===== src/rtl/uart_tx_engine.sv =====
// UART serial transmitter: valid/ready byte in, framed serial line out.
// Frame = start, DATA_WIDTH bits LSB first, optional parity, 1 or 2 stop bits.
module uart_tx_engine #(
    parameter int unsigned CLKS_PER_BIT = 16,
    parameter int unsigned DATA_WIDTH   = 8,
    parameter int unsigned PARITY_EN    = 1,
    parameter int unsigned PARITY_ODD   = 0,
    parameter int unsigned STOP_BITS    = 1
) (
    input  logic                  clock,
    input  logic                  reset,
    input  logic [DATA_WIDTH-1:0] tx_data,
    input  logic                  tx_valid,
    output logic                  tx_ready,
    output logic                  tx_serial,
    output logic                  tx_busy,
    output logic                  tx_done
);

    localparam int unsigned CNT_W = (CLKS_PER_BIT > 1) ? $clog2(CLKS_PER_BIT) : 1;
    localparam int unsigned IDX_W = $clog2(DATA_WIDTH);

    localparam logic [CNT_W-1:0] CNT_LAST  = CNT_W'(CLKS_PER_BIT - 1);
    localparam logic [IDX_W-1:0] DATA_LAST = IDX_W'(DATA_WIDTH - 1);
    localparam logic [IDX_W-1:0] STOP_LAST = IDX_W'(STOP_BITS - 1);

    typedef enum logic [2:0] {
        S_IDLE   = 3'd0,
        S_START  = 3'd1,
        S_DATA   = 3'd2,
        S_PARITY = 3'd3,
        S_STOP   = 3'd4
    } state_e;

    state_e                  state_q, state_d;
    logic [CNT_W-1:0]        cnt_q, cnt_d;
    logic [IDX_W-1:0]        idx_q, idx_d;
    logic [DATA_WIDTH-1:0]   shift_q, shift_d;
    logic                    parity_q, parity_d;
    logic                    tx_serial_q, tx_serial_d;
    logic                    tx_done_q, tx_done_d;
    logic                    bit_end;

    // State register and datapath flops
    always_ff @(posedge clock or posedge reset) begin
        if (reset) begin
            state_q     <= S_IDLE;
            cnt_q       <= '0;
            idx_q       <= '0;
            shift_q     <= '0;
            parity_q    <= 1'b0;
            tx_serial_q <= 1'b1;
            tx_done_q   <= 1'b0;
        end else begin
            state_q     <= state_d;
            cnt_q       <= cnt_d;
            idx_q       <= idx_d;
            shift_q     <= shift_d;
            parity_q    <= parity_d;
            tx_serial_q <= tx_serial_d;
            tx_done_q   <= tx_done_d;
        end
    end

    // Next-state, baud/bit counting and registered line value
    always_comb begin
        state_d   = state_q;
        idx_d     = idx_q;
        shift_d   = shift_q;
        parity_d  = parity_q;
        tx_done_d = 1'b0;
        bit_end   = (cnt_q == CNT_LAST);
        cnt_d     = bit_end ? '0 : cnt_q + CNT_W'(1);

        case (state_q)
            S_IDLE: begin
                idx_d = '0;
                if (tx_valid) begin
                    shift_d  = tx_data;
                    parity_d = (^tx_data) ^ (PARITY_ODD != 0);
                    state_d  = S_START;
                end
            end
            S_START: begin
                if (bit_end) state_d = S_DATA;
            end
            S_DATA: begin
                if (bit_end) begin
                    shift_d = shift_q >> 1;
                    if (idx_q == DATA_LAST) begin
                        idx_d   = '0;
                        state_d = (PARITY_EN != 0) ? S_PARITY : S_STOP;
                    end else begin
                        idx_d = idx_q + IDX_W'(1);
                    end
                end
            end
            S_PARITY: begin
                if (bit_end) state_d = S_STOP;
            end
            S_STOP: begin
                // idx reused to count stop bits
                if (bit_end) begin
                    if (idx_q == STOP_LAST) begin
                        idx_d     = '0;
                        state_d   = S_IDLE;
                        tx_done_d = 1'b1;
                    end else begin
                        idx_d = idx_q + IDX_W'(1);
                    end
                end
            end
            default: state_d = S_IDLE;
        endcase

        if (state_d != state_q || state_q == S_IDLE) cnt_d = '0;

        // Line value registered from the state being entered
        case (state_d)
            S_START:  tx_serial_d = 1'b0;
            S_DATA:   tx_serial_d = shift_d[0];
            S_PARITY: tx_serial_d = parity_d;
            default:  tx_serial_d = 1'b1;
        endcase
    end

    assign tx_ready  = (state_q == S_IDLE);
    assign tx_busy   = ~tx_ready;
    assign tx_serial = tx_serial_q;
    assign tx_done   = tx_done_q;

endmodule


===== config.mk =====
export PLATFORM = sky130hd
export DESIGN_NAME = uart_tx_engine
export DESIGN_NICKNAME = d
export VERILOG_FILES = /design/src/rtl/uart_tx_engine.sv
export SDC_FILE = /design/constraint.sdc
export NUM_CORES = 1
export LEC_CHECK = 0
export ABC_CLOCK_PERIOD_IN_PS = 5300
export CORE_MARGIN = 2
export CORE_UTILIZATION = 36
export DETAILED_ROUTE_END_ITERATION = 10
export PLACE_DENSITY = 0.56
export RECOVER_POWER = 100
export SLEW_MARGIN = 10
export SYNTH_ARGS = -nofsm -noshare
export SYNTH_HDL_FRONTEND = slang
export SYNTH_SLANG_ARGS = --single-unit
export TNS_END_PERCENT = 30

===== constraint.sdc =====
create_clock -name clock -period 5.3 [get_ports clock]
set_input_delay 0.795 -clock clock [delete_from_list [all_inputs] [get_ports clock]]
set_output_delay 0.795 -clock clock [all_outputs]
set_load 0.01 [all_outputs]

==> results of run 1 <==
-- cells in the final DEF (no fill, tap or decap), types with 2 or more instances in the layout --
cell type,Yosys,layout
sky130_fd_sc_hd__nor4_1,2,2
sky130_fd_sc_hd__nand2_1,16,16
sky130_fd_sc_hd__nand2b_1,2,2
sky130_fd_sc_hd__a21oi_1,4,5
sky130_fd_sc_hd__inv_1,7,7
sky130_fd_sc_hd__clkbuf_4,0,3
sky130_fd_sc_hd__nor3_1,3,3
sky130_fd_sc_hd__nor3b_1,3,3
sky130_fd_sc_hd__nand3_1,2,2
sky130_fd_sc_hd__nor2b_1,2,2
sky130_fd_sc_hd__o21ai_0,3,4
sky130_fd_sc_hd__xnor2_1,9,9
sky130_fd_sc_hd__ha_1,4,4
sky130_fd_sc_hd__a22oi_1,6,6
sky130_fd_sc_hd__dfrtp_1,20,20
sky130_fd_sc_hd__nor2_1,6,6
sky130_fd_sc_hd__clkdlybuf4s50_1,0,8
sky130_fd_sc_hd__dlygate4sd3_1,0,6
-- power groups by stage --
stage          registers (mW)  logic, mW  clock network (mW)
2_1_floorplan           0.268      0.211                   0
3_3_place_gp            0.298      0.246                   0
3_5_place_dp            0.298      0.250                   0
4_1_cts                 0.295      0.251              0.0782
5_1_grt                 0.303      0.267              0.0869
6_report                0.292      0.231              0.0734
-- kinds of logic (layout without fill, tap and decap cells) --
logic type / count (synthesis) / count (layout) / share of synthesized area [%]
compound gates: 29 / 29 / 19.5
xor+xnor: 10 / 10 / 7.27
fa+ha+maj: 4 / 4 / 4.15
buf+inv: 12 / 25 / 4.78
flops: 21 / 21 / 43.7
mux: 1 / 1 / 0.831
simple gates: 43 / 43 / 19.7
-- critical path: cells and delay by family --
family / cells / cell delay [ns]
simple gates: 1 / 1.25
compound gates: 3 / 1.25
buf+inv: 1 / 0.57
-- layout make-up --
class	instances	area, sq um
Fill cell	325	1920
Tap cell	46	57.6
Timing Repair Buffer	14	140
Clock inverter	1	5.00
Inverter	7	26.3
Clock buffer	3	22.5
Sequential cell	21	527
Multi-Input combinational cell	87	587
-- per-layer routing --
layer	track usage [%]	vias to the layer above	share of wire (%)	wire, um
met5	0	-	0	0
met4	3.04	0	0.80	19
met3	3.73	2	3.7	88
met2	22.1	15	45	1060
met1	20.3	406	51	1200
li1	-	459	-	-
-- cell usage after synthesis (2+ instances only) --
cell type                  count
sky130_fd_sc_hd__buf_2         4
sky130_fd_sc_hd__and3_4        2
sky130_fd_sc_hd__dfrtp_1      20
sky130_fd_sc_hd__ha_1          4
sky130_fd_sc_hd__nand2_1      16
sky130_fd_sc_hd__nor2b_1       2
sky130_fd_sc_hd__nand3_1       2
sky130_fd_sc_hd__inv_1         7
sky130_fd_sc_hd__a22oi_1       6
sky130_fd_sc_hd__nor3_1        3
sky130_fd_sc_hd__nor3b_1       3
sky130_fd_sc_hd__o21ai_0       3
sky130_fd_sc_hd__xnor2_1       9
sky130_fd_sc_hd__nor2_1        6
sky130_fd_sc_hd__nand2b_1      2
sky130_fd_sc_hd__a21oi_1       4
sky130_fd_sc_hd__nor4_1        2
-- flip-flops by register name (all words and copies together), names as in the netlist --
register / count
state_q: 3
tx_serial: 1
tx_done: 1
idx_q: 3
cnt_q: 4
shift_q: 8
parity_q: 1
-- per-stage QoR --
stage | total power, mW | cell area (sq um) | hold slack, ns
final | 0.597 | 1370 | 0.489
after global placement | 0.544 | 1370 | 0.460
after global routing | 0.657 | 1370 | 0.515
after CTS | 0.624 | 1400 | 0.500
after floorplan | 0.479 | 1200 | 0.440
after detailed placement | 0.548 | 1370 | 0.473
-- worst max path at each step --
stage / from / end / cells past startpoint
finish: tx_valid / tx_serial$_DFF_PP1_ / 5
global route: tx_valid / tx_serial$_DFF_PP1_ / 5
CTS: state_q[0]$_DFF_PP0_ / tx_ready / 4
detailed placement: tx_valid / tx_serial$_DFF_PP1_ / 5
global placement: tx_valid / tx_serial$_DFF_PP1_ / 5
floorplan: tx_valid / tx_serial$_DFF_PP1_ / 5
==> results by stage, run 1 <==
Cells and area:
- Excluding fillers, the count of instances in the completed layout stands at 179.
- Measured on the finished design, the core utilization comes to 41.6%.
- The growth of design area from synthesis to finish is 13.3%.
- The share of cells above drive strength 1 is 6.02%.
- 0 antenna diodes ended up in the layout.
- At the end of the flow, the number of nets in the layout was 149.

Timing:
- The worst setup skew after layout is 0.000839 ns.
- The max-slew violation total from the final report is 12.
- Setup slack closes at 1.65 ns.
- Setup violations remaining at the end of the flow were counted as 0.
- Derived from the worst setup path, the maximum achievable clock frequency is 0.274 GHz.
- The ratio of final minimum period to clock period is 68.8%.
- The tightest slew margin relative to the limit is -6.03%.
- The actual transition at the worst max-transition pin is 1.57 ns.
- The number of failing hold endpoints at the final stage was 0.
- The worst path in the final design needs a cycle of 3.65 ns, including I/O delays and setup.
- For the final routed database, the setup TNS stands at 0 ns.
- Setup repair after global routing left no endpoint under its margin.

Run:
- The number of max-cap violations is 1.

Worst setup path:
- The critical path data required time is 5.52 ns.
- The highest-delay cell along the critical path is sky130_fd_sc_hd__nor4b_1.
- In this run the worst path has a maximum fanout of 11.
- The arrival time of data at the critical path endpoint is 3.87 ns.
- The launching element type of the critical path is an input pin.
- The terminus of the critical flop-to-flop path is tx_serial$_DFF_PP1_.
- The endpoint type of the worst setup path is a flip-flop.
- The slack of the worst reg-to-reg path is 2.05 ns.
- The path type of the worst setup path is input pin to flip-flop.
- The cell depth of the worst flop-to-flop path is 4.
- Traced cell by cell, the critical path runs through dlygate4sd3_1, nor4b_1, a21oi_1, a2111oi_0, o22ai_2.
- The critical path's largest stage delay is 1.25 ns.
- The launch point of the worst reg-to-reg path is state_q[0]$_DFF_PP0_.

Route:
- The detailed router finished its first iteration with 31 violations.
- After detailed routing, the number of vias per cell comes to 4.93.
- The total DRC errors in the routed layout is 0.
- In this run the remaining antenna-violating nets after routing total 0.
- After detailed routing, the total wire length is 2370 um.
- The number of iterations in the first detailed-routing pass is 4.
- The detail-routed net length per standard cell is 13.2 um.
- The detailed router placed 882 vias in this run.

Pwr:
- Sequential cells burn 48.9% of the power.
- The cell-internal power is 0.364 mW.
- The cell area power density is 437 nW/um^2.
- The share of power burned in combinational logic is 38.8%.
- The switching share of power is 38.9%.
- IR analysis of the VDD net gives a maximum drop of 0.000186 V.
- The leakage component of the power is 0.590 nW.
- The clock group share of total power is 12.3%.
- In this run the power spent charging and discharging nets is 0.232 mW.

Clock tree:
- The number of setup buffers added after CTS is 0.
- The number of buffers inserted during clock tree synthesis is 3.
- The number of buffers inserted by hold repair at cts is 0.
- The clock reaches the later pin of the worst-skew pair after 0.30 ns.
- The maximum clock insertion buffer count is 2.
- Counting every sink on the clock net gives 21.
- The number of levels in the clock H-tree is 1.
- After clock tree synthesis, the clock-pin slew on the worst setup and hold paths is 0.11 ns.
- The clock tree from TritonCTS is built.
- In this run the clock root is driven by a sky130_fd_sc_hd__clkbuf_4.
- The count of cells resized by post-cts repair is 0.

Floorplan:
- The die is 61.9 um tall.
- The floorplan step defined a die boundary enclosing 3830 sq um.
- The initialized floorplan defines 21 standard-cell rows.
- The initial core utilization is 36.7%.
- The core region is 3280 sq um.
- The floorplan step set the die width to 61.9 um.
- Pin placement for this block handled 15 I/O pins.

Synthesis:
- The netlist uses 42 different library cells.
- The synthesized area per cell is 10.0 sq um.
- The main flop type after synthesis is sky130_fd_sc_hd__dfrtp_1.
- The number of synthesized flops with an enable pin is 0.
- The mapped netlist covers 1200 sq um.
- During synthesis, Yosys emitted a total of 0 warnings.
- Counting every net in the synthesized netlist gives 135.
- The post-synthesis cell type with the largest combined area is sky130_fd_sc_hd__dfrtp_1.
- The number of standard cells after synthesis is 120.
- Counting flops with an async set or reset pin after synthesis yields a share of 100%.
- The share of synthesized area occupied by flip-flops and latches is 43.7%.
- In the post-synthesis netlist, the biggest area contributors are sky130_fd_sc_hd__dfrtp_1 (42%), sky130_fd_sc_hd__xnor2_1 (6.5%), sky130_fd_sc_hd__nand2_1 (5.0%).
- The number of synthesized register bits is 21.
- The top-area cell type share of the netlist area is 41.5%.

Place:
- The routability congestion estimate is 0.835.
- The minimum setup slack after placement is 2.43 ns.
- After legalization and detailed placement, the total HPWL measured 1810 um.
- Buffers placed on the I/O ports in this run total 14.
- After detailed placement, the design holds a cell count of 175.

Hold path:
- The worst hold path class is flip-flop to flip-flop.
- The worst hold path startpoint is shift_q[0]$_DFF_PP0_.
- The number of cells traversed by the worst hold path is 1.
- The path with the worst hold slack has its endpoint at shift_q[0]$_DFF_PP0_.

Run status:
- The flow ran to the end, but the final reports show violations.
- The checks that failed: capacitance limit, slew limit.

GRT:
- Entering global routing, the biggest net connects 22 pins.
- The via count of the first global-routing pass was 886.
- The first global-routing pass estimated 4090 um of wire.
- After global routing the overflow that remains totals 0.
- The initial antenna violation count is 0.
- For this run, the total global-route usage over all layers was measured as 14.3%.
(Power assumes the default switching activity.)
==> inputs of run 2 (changes only) <==
--- a/config.mk
+++ b/config.mk
@@ -5,7 +5,7 @@
 export SDC_FILE = /design/constraint.sdc
 export NUM_CORES = 1
 export LEC_CHECK = 0
-export ABC_CLOCK_PERIOD_IN_PS = 5300
+export ABC_CLOCK_PERIOD_IN_PS = 3700
 export CORE_MARGIN = 2
 export CORE_UTILIZATION = 36
 export DETAILED_ROUTE_END_ITERATION = 10
==> constraint.sdc (replaced) <==
create_clock -name clock -period 3.7 [get_ports clock]
set_input_delay 0.555 -clock clock [delete_from_list [all_inputs] [get_ports clock]]
set_output_delay 0.555 -clock clock [all_outputs]
set_load 0.01 [all_outputs]
==> run 2 against run 1 <==
  * The flow now finishes without violations
  * Utilization increased by 0.15 points
  * Combinational power increased by 45%
  * Setup slack got worse by 0.62 ns
==> results by stage, run 2 (same netlist as run 1, synthesis figures left out) <==
GRT:
- The pin count of the biggest net entering global routing came to 22 (unchanged).
- The global route total overflow is 0 (unchanged).
- The aggregate global-route resource usage is 14.2% (-0.12 points).
- The via count of the first global-routing pass was 829 (-6.4%).
- The global-route wire length before repair came to 3930 um (-4.0%).
- The initial antenna violation count is 0 (unchanged).

Route:
- The total vias in the final route is 896 (+1.6%).
- The number of iterations in the first detailed-routing pass is 4 (unchanged).
- The average vias per placed instance is 5.01 (+1.6%).
- The count of antenna-violating nets left after detailed routing is 0 (unchanged).
- The wire length reported by the detailed router is 2340 um (-1.4%).
- The total DRC errors in the routed layout is 0 (unchanged).
- The detail-routed net length per standard cell was 13.1 um (-1.4%).
- The violation count after the first detailed-route iteration was 60 (+94%).

Timing:
- The number of failing hold endpoints at the final stage is 0 (unchanged).
- Setup repair after global routing left no endpoint under its margin.
- The worst path uses 72.1% of the clock period.
- The worst setup slack after layout is 1.03 ns (-0.623 ns).
- The worst setup skew after layout came to 0.0147 ns (+0.0139 ns).
- The max-slew violation total from the final report was 0 (-12).
- The actual transition at the worst max-transition pin is 0.897 ns (-0.672 ns).
- The tightest slew margin relative to the limit is 40.1% (+46 points).
- The clock period could shrink to 2.67 ns.
- The total negative setup slack was 0 ns (unchanged).
- For this run, the top clock speed supported by timing is 0.375 GHz.
- The number of setup violations in the final report came to 0 (unchanged).
- The final hold slack was 0.488 ns (-0.00138 ns).

Cells and area:
- The number of cells in the finished layout apart from fillers is 179 (unchanged).
- The total number of nets in the final design is 149 (unchanged).
- The largest registers in the layout are shift_q x8, cnt_q x4.
- Counting flops per register, the top entry is shift_q.
- The number of flip-flops under the largest register name came to 8 (unchanged).
- The post-route core utilization is 41.7% (+0.15 points).
- Compared with the post-synthesis result, the final layout area differs by 13.7%.
- The leading cell type in the layout, fill and taps excluded is sky130_fd_sc_hd__dfrtp_1.
- The area of combinational cells with multiple inputs is 593 sq um (+1.1%).
- The share of cells above drive strength 1 was 6.02% (unchanged).
- The number of diodes added for antenna fixing came to 0 (unchanged).
- The number of fill cells in the layout is 309 (-4.9%).
- The post-route standard cell area excluding fillers is 1370 sq um (+0.37%).
- The area taken by flip-flops and latches came to 527 sq um (unchanged).
- The library cells used most frequently in the layout, excluding fill and tap cells, are sky130_fd_sc_hd__dfrtp_1 (20), sky130_fd_sc_hd__nand2_1 (16), sky130_fd_sc_hd__xnor2_1 (9), sky130_fd_sc_hd__clkdlybuf4s50_1 (9), sky130_fd_sc_hd__inv_1 (7).

Hold path:
- In this run the worst hold path is classified as flip-flop to flip-flop.
- The number of cells traversed by the worst hold path is 1 (unchanged).

Place:
- The routability congestion estimate is 0.775 (-7.2%).
- The number of input and output port buffers inserted is 14 (unchanged).
- The HPWL after detailed placement is 1760 um (-2.8%).
- The minimum setup slack after placement is 1.08 ns (-1.35 ns).
- The cell area after placement is 1370 sq um (unchanged).
- The number of cells in the design after placement is 175 (unchanged).

Floorplan:
- The count of pins on the block boundary is 15 (unchanged).
- The total die area is 3830 sq um (unchanged).
- The initial core utilization is 36.7% (unchanged).
- The site row count came to 21 (unchanged).
- The core footprint is 3280 sq um (unchanged).
- The die outline width came to 61.9 um (unchanged).
- The chip height is 61.9 um (unchanged).

Clock tree:
- The post-CTS clock slew at the launch and capture registers of the worst setup and hold paths came to 0.12 ns (about the same).
- The number of buffers inserted by hold repair at cts was 0 (unchanged).
- The maximum clock insertion buffer count is 2 (unchanged).
- The clock tree root buffer cell is sky130_fd_sc_hd__clkbuf_4.
- The number of setup buffers added after CTS is 0 (unchanged).
- The number of buffers inserted during clock tree synthesis came to 3 (unchanged).
- The count of cells resized by post-cts repair was 0 (unchanged).
- The clock tree from TritonCTS is built.
- The clock sink count is 21 (unchanged).
- The clock latency of the later-clocked register in the worst-skew pair was 0.31 ns (about the same).
- The number of levels in the clock H-tree is 1 (unchanged).

Worst setup path:
- The launching element type of the critical path is an input pin.
- The critical path data required time is 3.94 ns (-1.58 ns).
- The path type of the worst setup path is input pin to flip-flop.
- The top cell family by delay on the critical path is compound AO/OA/AOI/OAI gates.
- The total number of cells along the worst setup path is 5 (unchanged).
- The critical path's largest stage delay came to 0.74 ns (-0.51 ns).
- The worst setup path is captured at a flip-flop.
- The arrival time of data at the critical path endpoint is 2.91 ns (-0.96 ns).
- The signal on the critical path passes through clkdlybuf4s50_1, nor4b_2, a21oi_1, a2111oi_0, o22ai_2.
- The top fanout value on the critical path is 11 (unchanged).
- The cell depth of the worst flop-to-flop path is 4 (unchanged).
- The buffering stage count on the worst path with inverters included was 1 (unchanged).
- The highest-delay cell along the critical path is sky130_fd_sc_hd__nor4b_2.

Pwr:
- The worst voltage drop across the vdd grid came to 0.000238 V (+28%).
- The leakage component of the power is 0.589 nW (-0.11%).
- The total power draw is 0.865 mW (+45%).
- The cell area power density is 632 nW/um^2 (+44%).

Run:
- The number of max-cap violations is 0 (-1).

Run status:
- The run finished with clean final reports.
==> run 2: changes by cell type in the layout (fill, tap and decap cells not counted) <==
| cell | delta |
|---|---|
| sky130_fd_sc_hd__a21boi_0 | -1 |
| sky130_fd_sc_hd__a21boi_1 | +1 |
| sky130_fd_sc_hd__clkbuf_1 | +1 |
| sky130_fd_sc_hd__clkdlybuf4s50_1 | +1 |
| sky130_fd_sc_hd__clkinv_2 | -1 |
| sky130_fd_sc_hd__dlygate4sd3_1 | -1 |
| sky130_fd_sc_hd__nor4b_1 | -1 |
| sky130_fd_sc_hd__nor4b_2 | +1 |
==> run 2: worst register-to-register path, stage by stage (launching register included) <==
cell	delay, ns
sky130_fd_sc_hd__dfrtp_1	0.58
sky130_fd_sc_hd__nor4b_2	0.87
sky130_fd_sc_hd__a21oi_1	0.33
sky130_fd_sc_hd__a2111oi_0	0.65
sky130_fd_sc_hd__o22ai_2	0.13
==> run 2: power by group <==
group          total (mW)  switching (mW)  internal (mW)
clock network       0.110          0.0683         0.0421
logic               0.335           0.176          0.159
registers           0.419          0.0946          0.325
total               0.865           0.339          0.526
==> run 2: layout make-up <==
type | count | area share [%]
Multi-Input combinational cell | 87 | 43.3
Sequential cell | 21 | 38.4
Timing Repair Buffer | 14 | 10.2
Tap cell | 46 | 4.20
Clock buffer | 4 | 1.92
Inverter | 7 | 1.92
==> run 2: final timing paths <==
check                                     startpoint  slack [ns]              endpoint
min in group asynchronous                      reset        0.82  state_q[1]$_DFF_PP0_
worst min register to register    cnt_q[0]$_DFF_PP0_        0.49    cnt_q[0]$_DFF_PP0_
worst min-delay path              cnt_q[0]$_DFF_PP0_        0.49    cnt_q[0]$_DFF_PP0_
max in group asynchronous                      reset        2.38  idx_q[1]$_DFFE_PP0P_
worst max register to register  state_q[0]$_DFF_PP0_        1.07   tx_serial$_DFF_PP1_
worst max-delay path                        tx_valid        1.03   tx_serial$_DFF_PP1_
==> run 2: layer usage <==
| metal | vias up | share of wire [%] | wire length [um] | global-route usage [%] |
|---|---|---|---|---|
| met5 | - | 0 | 0 | 0 |
| met4 | 0 | 1.4 | 33 | 4.56 |
| met3 | 5 | 3.9 | 92 | 3.93 |
| met2 | 18 | 43 | 1000 | 20.2 |
| met1 | 413 | 52 | 1210 | 20.9 |
| li1 | 460 | - | - | - |
